==> src/rtl/mem_arbiter_pkg.sv <==
// Shared types and defaults for the instruction/data memory arbiter.
package mem_arbiter_pkg;

  typedef enum logic [1:0] {ARB_IDLE, ARB_BUSY, ARB_RESP} arb_state_t;
  typedef enum logic {GNT_IF, GNT_D} arb_gnt_t;

  localparam int unsigned ARB_ADDR_W_DEF   = 32;
  localparam int unsigned ARB_DATA_W_DEF   = 32;
  localparam int unsigned ARB_MAX_DWIN_DEF = 4;

endpackage

==> src/rtl/mem_arbiter_arb_pick.sv <==
// Combinational grant selection: data has priority until fetch has waited MAX_DWIN data grants.
module arb_pick
  import mem_arbiter_pkg::*;
#(
  parameter int unsigned MAX_DWIN = ARB_MAX_DWIN_DEF,
  parameter int unsigned CNT_W    = $clog2(MAX_DWIN + 1)
) (
  input  logic             i_if_req,
  input  logic             i_d_req,
  input  logic [CNT_W-1:0] i_dwin_cnt,
  output logic             o_gnt_vld_c,
  output arb_gnt_t         o_gnt_port_c
);

  logic w_d_win;

  always_comb begin
    w_d_win      = i_d_req && (!i_if_req || (i_dwin_cnt < CNT_W'(MAX_DWIN)));
    o_gnt_vld_c  = w_d_win || i_if_req;
    o_gnt_port_c = w_d_win ? GNT_D : GNT_IF;
  end

endmodule

==> src/rtl/mem_arbiter.sv <==
// Shares one single-ported memory between the fetch and data ports,
// one access at a time, with a fetch starvation guard.
module mem_arbiter
  import mem_arbiter_pkg::*;
#(
  parameter int unsigned ADDR_W   = ARB_ADDR_W_DEF,
  parameter int unsigned DATA_W   = ARB_DATA_W_DEF,
  parameter int unsigned MAX_DWIN = ARB_MAX_DWIN_DEF
) (
  input  logic              i_clk,
  input  logic              i_rst,
  input  logic              i_if_req,
  input  logic [ADDR_W-1:0] i_if_addr,
  output logic [DATA_W-1:0] o_if_rdata,
  output logic              o_if_ack,
  input  logic              i_d_req,
  input  logic              i_d_we,
  input  logic [ADDR_W-1:0] i_d_addr,
  input  logic [DATA_W-1:0] i_d_wdata,
  output logic [DATA_W-1:0] o_d_rdata,
  output logic              o_d_ack,
  output logic              o_mem_req,
  output logic              o_mem_we,
  output logic [ADDR_W-1:0] o_mem_addr,
  output logic [DATA_W-1:0] o_mem_wdata,
  input  logic [DATA_W-1:0] i_mem_rdata,
  input  logic              i_mem_ready
);

  localparam int unsigned CNT_W = $clog2(MAX_DWIN + 1);

  arb_state_t        r_state,      w_nxt_state;
  arb_gnt_t          r_gnt,        w_nxt_gnt;
  logic [CNT_W-1:0]  r_dwin_cnt,   w_nxt_dwin_cnt;
  logic              r_mem_req,    w_nxt_mem_req;
  logic              r_mem_we,     w_nxt_mem_we;
  logic [ADDR_W-1:0] r_mem_addr,   w_nxt_mem_addr;
  logic [DATA_W-1:0] r_mem_wdata,  w_nxt_mem_wdata;
  logic [DATA_W-1:0] r_if_rdata,   w_nxt_if_rdata;
  logic [DATA_W-1:0] r_d_rdata,    w_nxt_d_rdata;
  logic              r_if_ack,     w_nxt_if_ack;
  logic              r_d_ack,      w_nxt_d_ack;
  logic              w_gnt_vld;
  arb_gnt_t          w_gnt_port;

  arb_pick #(
    .MAX_DWIN (MAX_DWIN),
    .CNT_W    (CNT_W)
  ) u_pick (
    .i_if_req     (i_if_req),
    .i_d_req      (i_d_req),
    .i_dwin_cnt   (r_dwin_cnt),
    .o_gnt_vld_c  (w_gnt_vld),
    .o_gnt_port_c (w_gnt_port)
  );

  always_ff @(posedge i_clk) begin
    if (!i_rst) begin
      r_state     <= ARB_IDLE;
      r_gnt       <= GNT_IF;
      r_dwin_cnt  <= '0;
      r_mem_req   <= 1'b0;
      r_mem_we    <= 1'b0;
      r_mem_addr  <= '0;
      r_mem_wdata <= '0;
      r_if_rdata  <= '0;
      r_d_rdata   <= '0;
      r_if_ack    <= 1'b0;
      r_d_ack     <= 1'b0;
    end else begin
      r_state     <= w_nxt_state;
      r_gnt       <= w_nxt_gnt;
      r_dwin_cnt  <= w_nxt_dwin_cnt;
      r_mem_req   <= w_nxt_mem_req;
      r_mem_we    <= w_nxt_mem_we;
      r_mem_addr  <= w_nxt_mem_addr;
      r_mem_wdata <= w_nxt_mem_wdata;
      r_if_rdata  <= w_nxt_if_rdata;
      r_d_rdata   <= w_nxt_d_rdata;
      r_if_ack    <= w_nxt_if_ack;
      r_d_ack     <= w_nxt_d_ack;
    end
  end

  // Next-state and next-output logic; mem_* are latched only on a grant.
  always_comb begin
    w_nxt_state     = r_state;
    w_nxt_gnt       = r_gnt;
    w_nxt_dwin_cnt  = r_dwin_cnt;
    w_nxt_mem_req   = 1'b0;
    w_nxt_mem_we    = r_mem_we;
    w_nxt_mem_addr  = r_mem_addr;
    w_nxt_mem_wdata = r_mem_wdata;
    w_nxt_if_rdata  = r_if_rdata;
    w_nxt_d_rdata   = r_d_rdata;
    w_nxt_if_ack    = 1'b0;
    w_nxt_d_ack     = 1'b0;
    case (r_state)
      ARB_IDLE: begin
        if (w_gnt_vld) begin
          w_nxt_state   = ARB_BUSY;
          w_nxt_mem_req = 1'b1;
          w_nxt_gnt     = w_gnt_port;
          if (w_gnt_port == GNT_D) begin
            w_nxt_mem_we    = i_d_we;
            w_nxt_mem_addr  = i_d_addr;
            w_nxt_mem_wdata = i_d_wdata;
            if (!i_if_req) begin
              w_nxt_dwin_cnt = '0;
            end else if (r_dwin_cnt != CNT_W'(MAX_DWIN)) begin
              w_nxt_dwin_cnt = r_dwin_cnt + CNT_W'(1);
            end
          end else begin
            w_nxt_mem_we    = 1'b0;
            w_nxt_mem_addr  = i_if_addr;
            w_nxt_mem_wdata = '0;
            w_nxt_dwin_cnt  = '0;
          end
        end
      end
      ARB_BUSY: begin
        w_nxt_mem_req = 1'b1;
        if (i_mem_ready) begin
          w_nxt_state   = ARB_RESP;
          w_nxt_mem_req = 1'b0;
          if (r_gnt == GNT_D) begin
            w_nxt_d_ack = 1'b1;
            if (!r_mem_we) w_nxt_d_rdata = i_mem_rdata;
          end else begin
            w_nxt_if_ack   = 1'b1;
            w_nxt_if_rdata = i_mem_rdata;
          end
        end
      end
      ARB_RESP: w_nxt_state = ARB_IDLE;
      default:  w_nxt_state = ARB_IDLE;
    endcase
  end

  assign o_if_rdata  = r_if_rdata;
  assign o_if_ack    = r_if_ack;
  assign o_d_rdata   = r_d_rdata;
  assign o_d_ack     = r_d_ack;
  assign o_mem_req   = r_mem_req;
  assign o_mem_we    = r_mem_we;
  assign o_mem_addr  = r_mem_addr;
  assign o_mem_wdata = r_mem_wdata;

endmodule

==> config.mk <==
export PLATFORM = sky130hd
export DESIGN_NAME = mem_arbiter
export DESIGN_NICKNAME = d
export VERILOG_FILES = /design/src/rtl/mem_arbiter_pkg.sv /design/src/rtl/mem_arbiter_arb_pick.sv /design/src/rtl/mem_arbiter.sv
export SDC_FILE = /design/constraint.sdc
export NUM_CORES = 1
export LEC_CHECK = 0
export BUFFER_PORTS_ARGS = -buffer_cell sky130_fd_sc_hd__buf_2
export CAP_MARGIN = 20
export CORE_UTILIZATION = 45
export CTS_BUF_LIST = sky130_fd_sc_hd__clkbuf_4 sky130_fd_sc_hd__clkbuf_8 sky130_fd_sc_hd__clkbuf_16
export CTS_CLUSTER_SIZE = 16
export DETAILED_ROUTE_END_ITERATION = 8
export GPL_ROUTABILITY_DRIVEN = 0
export PLACE_DENSITY = 0.82
export SYNTH_ARGS = -nofsm -noshare
export SYNTH_HDL_FRONTEND = slang
export SYNTH_SLANG_ARGS = --single-unit
==> constraint.sdc <==
create_clock -name i_clk -period 1.66 [get_ports i_clk]
set_input_delay 0.083 -clock i_clk [delete_from_list [all_inputs] [get_ports i_clk]]
set_output_delay 0.083 -clock i_clk [all_outputs]
set_load 0.02 [all_outputs]
After elaboration in Yosys (flattened, before gate mapping)
Cells that the tools add are included.
{ "word_totals": {"reg_bits": 138, "input_bits": 134, "elab_cells": 46} }
{ "classes": {"add_sub_neg": 1, "n_lt_le_gt_ge": 1, "eq_ne": 5, "mux": 15, "n_bitwise": 2, "reduce_logical": 11} }
{ "ops": {"columns": ["cell", "n"], "rows": [
  ["$mux W32", 2],
  ["$mux W3", 3],
  ["$reduce_and A3 Y1", 3],
  ["$mux W1", 6],
  ["$mux W2", 2],
  ["$pmux W2 S2", 1],
  ["$reduce_and A2 Y1", 2],
  ["$reduce_and A4 Y1", 1],
  ["$add A3 B1 Y3 const B", 1],
  ["$lt A3 B3 Y1 const B", 1],
  ["$ne A3 B2 Y1 const B", 1],
  ["$ne A3 B3 Y1 const B", 1],
  ["$eq A2 B1 Y1 const B", 1],
  ["$logic_not A2 Y1", 1],
  ["$logic_or A1 B1 Y1", 2],
  ["$ne A2 B1 Y1 const B", 1],
  ["$ne A2 B2 Y1 const B", 1],
  ["$not A1 Y1", 2],
  ["$pmux W1 S2", 1],
  ["$logic_and A1 B1 Y1", 1],
  ["$logic_not A1 Y1", 1]
]} }

Depth between registers and ports, before layout
{ "depth": {"word_depth": 6, "depth_mapped": 6, "mapped_depth_nobuf": 4} }

By module
A second synthesis with hierarchy kept.
{ "unflattened": {"hier_cells": 579, "area_unflattened_um2": 5340.1} }
{ "modules_own_cells": {"columns": ["mod", "n_inst", "cells_each", "area_each_um2", "seq_area_each_um2"], "rows": [
  ["mem_arbiter", 1, 577, 5326.4, 2762.6],
  ["arb_pick", 1, 2, 13.8, 0.0]
]} }

Worst setup path before layout
No wires, ideal clock.
{ "synth_timing": {"path_kind": "reg2reg", "startpoint": "register r_state[1]", "endpoint": "register r_dwin_cnt[2]", "setup_ns": 0.070, "arrival_time_ns": 1.286, "slack_ns": 0.304, "path_stages_with_launch": 5, "path_buffers": 1, "cell_sequence": "dfxtp_1 > or2_1 > buf_6 > or4_1 > a21oi_1"} }
{ "synth_between": {"elab_chain_cells": 2} }
{ "synth_rtl": {"columns": ["element", "line_no", "text"], "rows": [
  ["start: declaration", "mem_arbiter.sv:32", "arb_state_t r_state, w_nxt_state;"],
  ["start signal: assignment", "mem_arbiter.sv:71", "r_state <= w_nxt_state;"],
  ["$logic_not A2 Y1", "mem_arbiter.sv:98", "case (r_state)"],
  ["$reduce_and A3 Y1 (no line)", null, null],
  ["end signal: assignment", "mem_arbiter.sv:73", "r_dwin_cnt <= w_nxt_dwin_cnt;"],
  ["end: declaration", "mem_arbiter.sv:34", "logic [CNT_W-1:0] r_dwin_cnt, w_nxt_dwin_cnt;"]
]} }
Every way passes these cells.
A chain may end at the register's enable or synchronous reset.

Worst setup path after layout
{ "layout_timing": {"startpoint": "register r_dwin_cnt[2]", "endpoint": "register r_dwin_cnt[0]"} }
{ "layout_between": {"elab_chain_cells": 6} }
{ "layout_rtl": {"columns": ["element", "line_no", "text"], "rows": [
  ["$lt A3 B3 Y1", "mem_arbiter_arb_pick.sv:18", "w_d_win = i_d_req && (!i_if_req || (i_dwin_cnt < CNT_W'(MAX_DWIN)));"],
  ["$logic_or A1 B1 Y1", "mem_arbiter_arb_pick.sv:18", null],
  ["$logic_and A1 B1 Y1", "mem_arbiter_arb_pick.sv:18", null],
  ["$mux W1", "mem_arbiter_arb_pick.sv:20", "o_gnt_port_c = w_d_win ? GNT_D : GNT_IF;"],
  ["$ne A3 B2 Y1 (no line)", null, null],
  ["$reduce_and A3 Y1 (no line)", null, null]
]} }
Several ways; a longest one is shown, not always the timed one.

==> results.sh <==
export IMPL_vias=5975
export IMPL_grt_max_degree=99
export IMPL_crit_type="flop to flop"
export IMPL_ys_seq_elements=138
export IMPL_comb_power_share_pct=17.4
export IMPL_netlist_area_um2=5130
export IMPL_power_frac_clock_pct=40.9
export IMPL_layout_drive_gt1_share_pct=33.9
export IMPL_dp_hpwl_mm=9.70
export IMPL_grt_pass1_vias=5997
export IMPL_max_slew_margin_pct=42.9
export IMPL_drc_errors=0
export IMPL_final_cells=1080
export IMPL_synth_top_area_share_pct=53.8
export IMPL_cts_buffers=17
export IMPL_tightest_slew_ps=855
export IMPL_outcome="finished clean"
export IMPL_die_h_um=109
export IMPL_fmax_mhz=626
export IMPL_r2r_start="r_dwin_cnt[2]"
export IMPL_grt_usage_pct=34.2
export IMPL_area_delta_synth_final_pct=64.0
export IMPL_cts_root_buf="clkbuf_16"
export IMPL_numClockSinks=138
export IMPL_drtIter0Drc=695
export IMPL_die_area_um2=11800
export IMPL_layout_area_seq_um2=2760
export IMPL_ys_async_sr_fraction_pct=0
export IMPL_synth_top_flop_cell="dfxtp_1"
export IMPL_fillCellCount=659
export IMPL_grt_first_pass_wirelength_mm=30.5
export IMPL_crit_fanout=5
export IMPL_cpMaxStageDelayCell="dlygate4sd3_1"
export IMPL_seqPwrFrac_pct=41.7
export IMPL_arrival_ps=1920
export IMPL_synth_most_common_cell="dfxtp_1"
export IMPL_die_x_um=109
export IMPL_hold_ws_ps=53.3
export IMPL_finalClockSkew_ps=10.6
export IMPL_antenna_found_initial=2
export IMPL_hp_start="i_mem_ready"
export IMPL_slew_violations=0
export IMPL_clockBufferDepth=2
export IMPL_p_int_mw=6.36
export IMPL_avgRoutedWirePerCell_um=18.6
export IMPL_core_area_um2=11000
export IMPL_critPathMaxStageDelay_ps=580
export IMPL_rsz0062_at_grt="yes"
export IMPL_syn_area_per_cell_um2=9.39
export IMPL_placement_io_buffers=265
export IMPL_clk_pin_slew_ps=60
export IMPL_nets=1062
export IMPL_crit_required_ps=1990
export IMPL_yosys_area_top_type="dfxtp_1"
export IMPL_synthCells=547
export IMPL_cts_setup_buffers=0
export IMPL_syn_nets=683
export IMPL_critPathBufInv=1
export IMPL_placedCellCount=914
export IMPL_fin_crit_sh_pct=96.2
export IMPL_pin_count=266
export IMPL_startpoint_type="flop"
export IMPL_ys_seq_area_share_pct=53.8
export IMPL_cts_tree="yes"
export IMPL_end_kind="flop"
export IMPL_fin_crit_ps=1600
export IMPL_reg2reg_depth=4
export IMPL_synth_cell_types=30
export IMPL_wirelength_mm=20.1
export IMPL_ys_top_cells_by_area="dfxtp_1 54%, nand2_1 9.4%, mux2i_1 6.2%"
export IMPL_start_util_pct=46.8
export IMPL_htreeDepth=4
export IMPL_drt_first_pass_iters=5
export IMPL_hp_class="primary input to flop"
export IMPL_worst_hold_path_endpoint="r_state[1]"
export IMPL_power_mw=8.73
export IMPL_ir_drop_mv=0.873
export IMPL_antenna_left=0
export IMPL_crit_chain="nor3_2 -> nand4_1 -> dlygate4sd3_1 -> a21oi_1"
export IMPL_synth_edf_count=0
export IMPL_power_leakage_nw=3.91
export IMPL_reg2reg_slack_ps=60
export IMPL_clk_latency_ps=420
export IMPL_maxCapViolations=0
export IMPL_worstSetupPathDepth=4
export IMPL_setup_violations=0
export IMPL_grt_ovfl_total=0
export IMPL_netSwitchingFraction_pct=27.1
export IMPL_vias_per_cell=5.53
export IMPL_synth_commonest_cells="138 x dfxtp_1, 129 x nand2_1, 36 x a21oi_1, 36 x o21ai_0"
export IMPL_finalSetupTns_ps=0
export IMPL_power_switching_mw=2.37
export IMPL_hold_depth=3
export IMPL_power_density_nw_per_um2=1040
export IMPL_ys_warn_count=0
export IMPL_timing_rr_end="r_dwin_cnt[0]"
export IMPL_num_rows=38
export IMPL_hold_viol=0
export IMPL_multiInputGateArea_um2=2110
export IMPL_cp_top_family="buffers and inverters"
==> flip-flops by register name (all words and copies together) (netlist names) <==
register / flops
r_dwin_cnt: 3
o_mem_wdata: 32
o_mem_we: 1
o_if_rdata: 32
o_mem_addr: 32
r_gnt: 1
o_if_ack: 1
o_d_ack: 1
o_d_rdata: 32
r_state: 2
o_mem_req: 1
==> cell type report <==
type / count / area share, %
Clock buffer: 24 / 5.75
Timing Repair Buffer: 411 / 33.3
Multi-Input combinational cell: 355 / 25.0
Tap cell: 140 / 2.08
Antenna cell: 1 / 0.0297
Clock inverter: 8 / 0.847
Sequential cell: 138 / 32.8
Inverter: 3 / 0.134
==> worst min-delay path: cells and delay by family <==
family	cells	cell delay, ps
simple gates	2	210
buf+inv	1	120
==> stage by stage <==
| stage | setup slack, ps | area (um^2) | utilization (%) |
|---|---|---|---|
| global route | -9.25 | 8420 | 76.7 |
| CTS | 115 | 8410 | 76.6 |
| floorplan | 304 | 5130 | - |
| finish | 63.2 | 8420 | 76.7 |
| global placement | 185 | 6530 | 59.4 |
| detailed placement | 146 | 6530 | 59.4 |
==> repair_timing <==
action / 4_1_cts / 5_1_grt
hold buffers: 133 / 0
resized for setup: 0 / 1
hold endpoints to repair: 131 / 0
setup endpoints to repair: 0 / 2
==> power by group through the flow <==
stage,combinational [mW],clock (mW),sequential [mW]
2_1_floorplan,0.492,0,3.92
3_3_place_gp,1.18,0,3.68
3_5_place_dp,1.19,0,3.68
4_1_cts,1.44,3.59,3.62
5_1_grt,1.61,3.77,3.66
6_report,1.52,3.57,3.64
==> logic make-up (layout without fill, tap and decap cells) <==
| kind of cell | count (synthesis) | after routing | synth area share [%] |
|---|---|---|---|
| flops | 138 | 138 | 53.8 |
| compound gates | 142 | 142 | 19.1 |
| mux | 32 | 32 | 6.24 |
| fa+ha+maj | 2 | 2 | 0.487 |
| buf+inv | 54 | 446 | 5.41 |
| simple gates | 179 | 179 | 14.9 |
| other cells | 0 | 1 | 0 |
==> placed cells by master (no fill, tap or decap), types with 3 or more instances in the layout <==
cell type / n
nand3_1: 33
clkinv_2: 5
dfxtp_1: 138
buf_12: 4
nand2_1: 129
buf_2: 265
a21oi_1: 36
a311oi_1: 32
buf_4: 9
clkbuf_4: 6
dlygate4sd3_1: 133
inv_1: 3
a22o_1: 33
clkbuf_16: 17
nor2_1: 3
o21ai_0: 36
mux2i_1: 32
==> layer usage <==
layer	track usage (%)	up-vias	share of wire, %
met1	34.8	2744	36
met2	56.5	417	47
met5	0	-	0
met3	15.4	120	11
met4	22.9	0	6.4
li1	-	2694	-
==> worst max-delay path by stage <==
| stage | from | end |
|---|---|---|
| CTS | r_dwin_cnt[0] | r_dwin_cnt[1] |
| global route | r_state[0] | o_mem_wdata[10] |
| floorplan | r_state[1] | r_dwin_cnt[2] |
| finish | r_dwin_cnt[2] | r_dwin_cnt[0] |
| global placement | i_if_req | o_mem_wdata[24] |
| detailed placement | i_if_req | o_mem_wdata[27] |
No activity file was read; power rests on OpenSTA's default activity.
